`src/rtl/rx_frame_check.sv`:
```
// UART RX frame checker: assembles strobed data bits LSB-first, checks parity and
// one or two stop bits, flags break frames and keeps saturating error counters.
module rx_frame_check #(
  parameter int DATA_WIDTH     = 8,
  parameter int STOP_BIT_VALUE = 1,
  parameter int ERR_CNT_WIDTH  = 8
) (
  input  logic                     CLK,
  input  logic                     RST,
  input  logic                     frame_start,
  input  logic                     sampled_bit,
  input  logic                     bit_valid,
  input  logic                     par_en,
  input  logic                     par_typ,
  input  logic                     stp_two,
  input  logic                     err_clr,
  output logic [DATA_WIDTH-1:0]    p_data,
  output logic                     data_valid,
  output logic                     frame_done,
  output logic                     par_err,
  output logic                     stp_err,
  output logic                     brk_det,
  output logic [ERR_CNT_WIDTH-1:0] par_err_cnt,
  output logic [ERR_CNT_WIDTH-1:0] stp_err_cnt
);

  localparam int   IW       = (DATA_WIDTH > 1) ? $clog2(DATA_WIDTH) : 1;
  localparam logic STOP_LVL = 1'(STOP_BIT_VALUE);

  typedef enum logic [2:0] {IDLE, DATA, PARITY, STOP1, STOP2} state_t;

  state_t                state;
  logic [DATA_WIDTH-1:0] shreg;
  logic [IW-1:0]         idx;
  logic                  run_par;
  logic                  par_en_q, par_typ_q, stp_two_q;
  logic                  perr_q, serr1_q, pbit_q;

  logic serr_now, serr1_f, serr2_f, last_stop, complete, brk_now;

  // Stop results for the completing edge: STOP1 may be sampled on this very edge.
  always_comb begin
    serr_now  = (sampled_bit != STOP_LVL);
    serr1_f   = (state == STOP1) ? serr_now : serr1_q;
    serr2_f   = (state == STOP2) ? serr_now : 1'b0;
    last_stop = bit_valid && ((state == STOP1 && !stp_two_q) || state == STOP2);
    complete  = last_stop && !frame_start;
    brk_now   = (shreg == '0) && !pbit_q && serr1_f;
  end

  always_ff @(posedge CLK or negedge RST) begin
    if (!RST) begin
      state      <= IDLE;
      shreg      <= '0;
      idx        <= '0;
      run_par    <= 1'b0;
      par_en_q   <= 1'b0;
      par_typ_q  <= 1'b0;
      stp_two_q  <= 1'b0;
      perr_q     <= 1'b0;
      serr1_q    <= 1'b0;
      pbit_q     <= 1'b0;
      p_data     <= '0;
      data_valid <= 1'b0;
      frame_done <= 1'b0;
      par_err    <= 1'b0;
      stp_err    <= 1'b0;
      brk_det    <= 1'b0;
    end else begin
      data_valid <= 1'b0;
      frame_done <= 1'b0;
      brk_det    <= 1'b0;
      if (frame_start) begin
        par_en_q  <= par_en;
        par_typ_q <= par_typ;
        stp_two_q <= stp_two;
        shreg     <= '0;
        idx       <= '0;
        run_par   <= 1'b0;
        perr_q    <= 1'b0;
        serr1_q   <= 1'b0;
        pbit_q    <= 1'b0;
        state     <= DATA;
      end else if (bit_valid) begin
        case (state)
          DATA: begin
            shreg[idx] <= sampled_bit;
            run_par    <= run_par ^ sampled_bit;
            if (idx == IW'(DATA_WIDTH - 1)) begin
              idx   <= '0;
              state <= par_en_q ? PARITY : STOP1;
            end else begin
              idx <= idx + 1'b1;
            end
          end
          PARITY: begin
            perr_q <= (sampled_bit != (run_par ^ par_typ_q));
            pbit_q <= sampled_bit;
            state  <= STOP1;
          end
          STOP1: begin
            serr1_q <= serr_now;
            if (stp_two_q) state <= STOP2;
          end
          default: ;
        endcase
        if (last_stop) begin
          p_data     <= shreg;
          par_err    <= perr_q;
          stp_err    <= serr1_f | serr2_f;
          frame_done <= 1'b1;
          data_valid <= !(perr_q | serr1_f | serr2_f);
          brk_det    <= brk_now;
          state      <= IDLE;
        end
      end
    end
  end

  // Break frames are reported but never counted; clear beats increment.
  always_ff @(posedge CLK or negedge RST) begin
    if (!RST) begin
      par_err_cnt <= '0;
      stp_err_cnt <= '0;
    end else if (err_clr) begin
      par_err_cnt <= '0;
      stp_err_cnt <= '0;
    end else if (complete && !brk_now) begin
      if (perr_q && par_err_cnt != '1)
        par_err_cnt <= par_err_cnt + 1'b1;
      if ((serr1_f | serr2_f) && stp_err_cnt != '1)
        stp_err_cnt <= stp_err_cnt + 1'b1;
    end
  end

endmodule

```
`config.mk`:
```
export PLATFORM = sky130hd
export DESIGN_NAME = rx_frame_check
export DESIGN_NICKNAME = d
export VERILOG_FILES = /design/src/rtl/rx_frame_check.sv
export SDC_FILE = /design/constraint.sdc
export NUM_CORES = 1
export LEC_CHECK = 0
export CAP_MARGIN = 20
export CORE_UTILIZATION = 60
export CTS_BUF_LIST = sky130_fd_sc_hd__clkbuf_2
export DETAILED_ROUTE_END_ITERATION = 10
export HOLD_SLACK_MARGIN = 0.03
export PLACE_DENSITY_LB_ADDON = 0.05
export SYNTH_ARGS = -nofsm -noshare
export SYNTH_HDL_FRONTEND = slang
export SYNTH_SLANG_ARGS = --single-unit
```
`constraint.sdc`:
```
create_clock -name CLK -period 3.3 [get_ports CLK]
set_input_delay 0.825 -clock CLK [delete_from_list [all_inputs] [get_ports CLK]]
set_output_delay 0.825 -clock CLK [all_outputs]
set_load 0.03 [all_outputs]
```
==> results_dict.tcl <==
set metrics [dict create \
    outcome "complete, no violations" \
    path_cells "or4_1 -> nor4_1 -> a21o_1 -> o21ai_0 -> a21oi_1" \
    synthFlopType "dfrtp_1" \
    antenna_found_initial 0 \
    diodes 0 \
    finalSetupTns_ns 0 \
    cts-buffers-inserted 5 \
    ir_drop_v 0.000272 \
    syn_area_um2 2470 \
    p_int_mw 0.715 \
    finalCritPeriodShare_pct 77.5 \
    p_leak_nw 1.27 \
    ys_seq_area_share_pct 50.7 \
    cap_violations 0 \
    first_pass_iters 4 \
    startpoint_type "register" \
    endpoint_kind "register" \
    synth_top_family_by_area "simple AND/OR/NAND/NOR gates" \
    hold_viol_final 0 \
    worst-setup-path-type "reg2reg" \
    critPathMaxFanout 22 \
    syn_to_final_growth_pct 18.8 \
    r2r_slack_ns 0.74 \
    drt-wirelength-per-cell_um 15.1 \
    htreeDepth 2 \
    drive_gt1_share_pct 6.92 \
    timing.final.ws_setup_ns 0.744 \
    syn_nets 264 \
    first_global_vias 1816 \
    crit_start "shreg[4]$_DFFE_PN0P_" \
    avgSynthCellArea_um2 9.83 \
    max_slew_margin_pct 31.1 \
    rows 22 \
    muxShareOfSynthArea_pct 7.86 \
    dp.cells 328 \
    p_clk_share_pct 25.8 \
    clk_pin_slew_ns 0.26 \
    max_freq_mhz 391 \
    worstReg2RegStart "shreg[4]$_DFFE_PN0P_" \
    final_cells 337 \
    setup-violations-final 0 \
    crit_arrival_ns 2.92 \
    tritoncts "built" \
    grt_max_degree 51 \
    dpl_worst_slack_ns 0.348 \
    sw_frac_of_total_pct 26.8 \
    drtIter0Drc 212 \
    fp.coreArea_um2 3800 \
    viasPerCell 5.91 \
    post_cts_buffers 0 \
    port_buffers 37 \
    synth_seq_cells 50 \
    overflow 0 \
    vias 1991 \
    drc 0 \
    ios 38 \
    synth_fa_ha_area_share_pct 2.03 \
    synth_xor_xnor_area_share_pct 1.77 \
    period_minus_slack_ns 2.56 \
    powerDensity_nw_per_um2 333 \
    cp_slowest_cell "nor4_1" \
    reg2regPathDepth 5 \
    nets 301 \
    p_sw_mw 0.261 \
    ctsHoldBuffers 0 \
    crit_required_ns 3.66 \
    async_flop_share_pct 100 \
    numClockSinks 50 \
    ys_types 44 \
    gp_congestion 0.810 \
    ys_warn_count 0 \
    clk_latency_ns 0.43 \
    drv_slew 0 \
    fp.dieW_um 66.1 \
    rsz0062_at_grt "false" \
    synth-compound-area-share_pct 11.8 \
    synthSimpleGateAreaFrac_pct 22.2 \
    pwr-share-seq_pct 65.5 \
    r2r-end "stp_err_cnt[1]$_DFFE_PN0P_" \
    post_cts_resized 0 \
    pwr-share-comb_pct 8.7 \
    die_h_um 66.1 \
    synthCells 251 \
    synth_edf_count 0 \
    fin_worst_skew_ns 0.0143 \
    grt_pass1_wl_mm 8.52 \
    tightestPinTransition_ns 1.02 \
    hpwl_mm 3.57 \
    die-area_um2 4370 \
    cpPeakStageDelay_ns 0.58 \
    cts_buffer_depth 2 \
    initial_core_util_pct 65.0 \
    root_buffer "clkbuf_2" \
    drt-total-wl_mm 5.10 \
    finalCoreUtilization_pct 77.1 \
    postRouteAntennaNets 0 \
    power_mw 0.976 \
    grt_usage_pct 26.1 \
    hp-class "in2async" \
]
==> Yosys cell counts (3+ instances only) <==
cell type / number / share of area (%)
a211oi_1: 3 / 0.91
a21oi_1: 16 / 3.2
and3_1: 3 / 0.76
clkbuf_1: 8 / 1.2
dfrtp_1: 50 / 51
ha_1: 4 / 2.0
inv_1: 6 / 0.91
mux2_2: 3 / 1.4
mux2i_1: 16 / 6.5
nand2_1: 37 / 5.6
nand3_1: 4 / 0.81
nand4_1: 4 / 1.0
nor2_1: 24 / 3.7
nor3_1: 4 / 0.81
nor3b_1: 4 / 1.2
o21ai_0: 10 / 2.0
o31ai_1: 6 / 1.8
or3_1: 7 / 1.8
or4_1: 7 / 2.1
xnor2_1: 4 / 1.4
==> layout make-up <==
cell class	count	area [um^2]
timing repair buffer	43	423
clock buffer	5	25.0
sequential	50	1250
tap	48	60.1
clock inverter	3	21.3
inverter	6	22.5
fill	287	868
multi-input combinational	182	1130
==> worst max path at each step <==
| stage | to | slack [ns] |
|---|---|---|
| floorplan | par_err_cnt[4]$_DFFE_PN0P_ | 1.06 |
| global placement | stp_err_cnt[3]$_DFFE_PN0P_ | 0.42 |
| detailed placement | stp_err_cnt[5]$_DFFE_PN0P_ | 0.35 |
| CTS | stp_err_cnt[1]$_DFFE_PN0P_ | 0.75 |
| global route | stp_err_cnt[1]$_DFFE_PN0P_ | 0.59 |
| finish | stp_err_cnt[1]$_DFFE_PN0P_ | 0.74 |
==> flip-flops by register name (all words and copies together) (netlist names) <==
name and count:
par_typ_q 1, serr1_q 1, run_par 1, pbit_q 1, par_err_cnt 8, par_en_q 1
idx 3, data_valid 1, shreg 8, stp_two_q 1, par_err 1, perr_q 1
stp_err 1, p_data 8, brk_det 1, stp_err_cnt 8, state 3, frame_done 1
==> cell usage in the layout, fill, tap and decap left out, types with 5 or more instances in the layout <==
master / n
dfrtp_1: 50
nand2_1: 37
clkdlybuf4s50_1: 36
nor2_1: 24
mux2i_1: 16
a21oi_1: 16
o21ai_0: 10
or4_1: 7
or3_1: 7
inv_1: 6
o31ai_1: 6
clkbuf_2: 5
buf_4: 5
==> power by group through the flow <==
stage	combinational, mW	clock [mW]	sequential (mW)
floorplan	0.0528	0	0.645
global placement	0.0806	0	0.649
detailed placement	0.0828	0	0.649
CTS	0.0829	0.255	0.639
global route	0.0953	0.281	0.642
finish	0.0847	0.252	0.639
==> stage by stage <==
step | hold slack [ns] | area (um^2)
2_1_floorplan | 0.451 | 2470
3_3_place_gp | 0.456 | 2860
3_5_place_dp | 0.470 | 2860
4_1_cts | 0.522 | 2910
5_1_grt | 0.316 | 2930
6_report | 0.322 | 2930
==> logic make-up (layout without fill, tap and decap cells) <==
group,Yosys count,in the layout
compound gates,46,46
xor+xnor,5,5
fa+ha+maj,4,4
buf+inv,19,57
flops,50,50
mux,19,19
simple gates,108,108
==> routing by layer <==
metal	GRT usage [%]	wire length, um
met5	0	0
met4	7.18	60
met3	6.38	263
met2	40.7	2390
met1	36.5	2380
==> worst max-delay path, delay by kind of cell, from the launching register on <==
| kind | cells | cell delay (ns) |
|---|---|---|
| AO/OA/AOI/OAI | 3 | 0.93 |
| flip-flops | 1 | 0.46 |
| AND/OR/NAND/NOR | 2 | 1.10 |
Note: power is estimated with default switching activity, not from simulation.
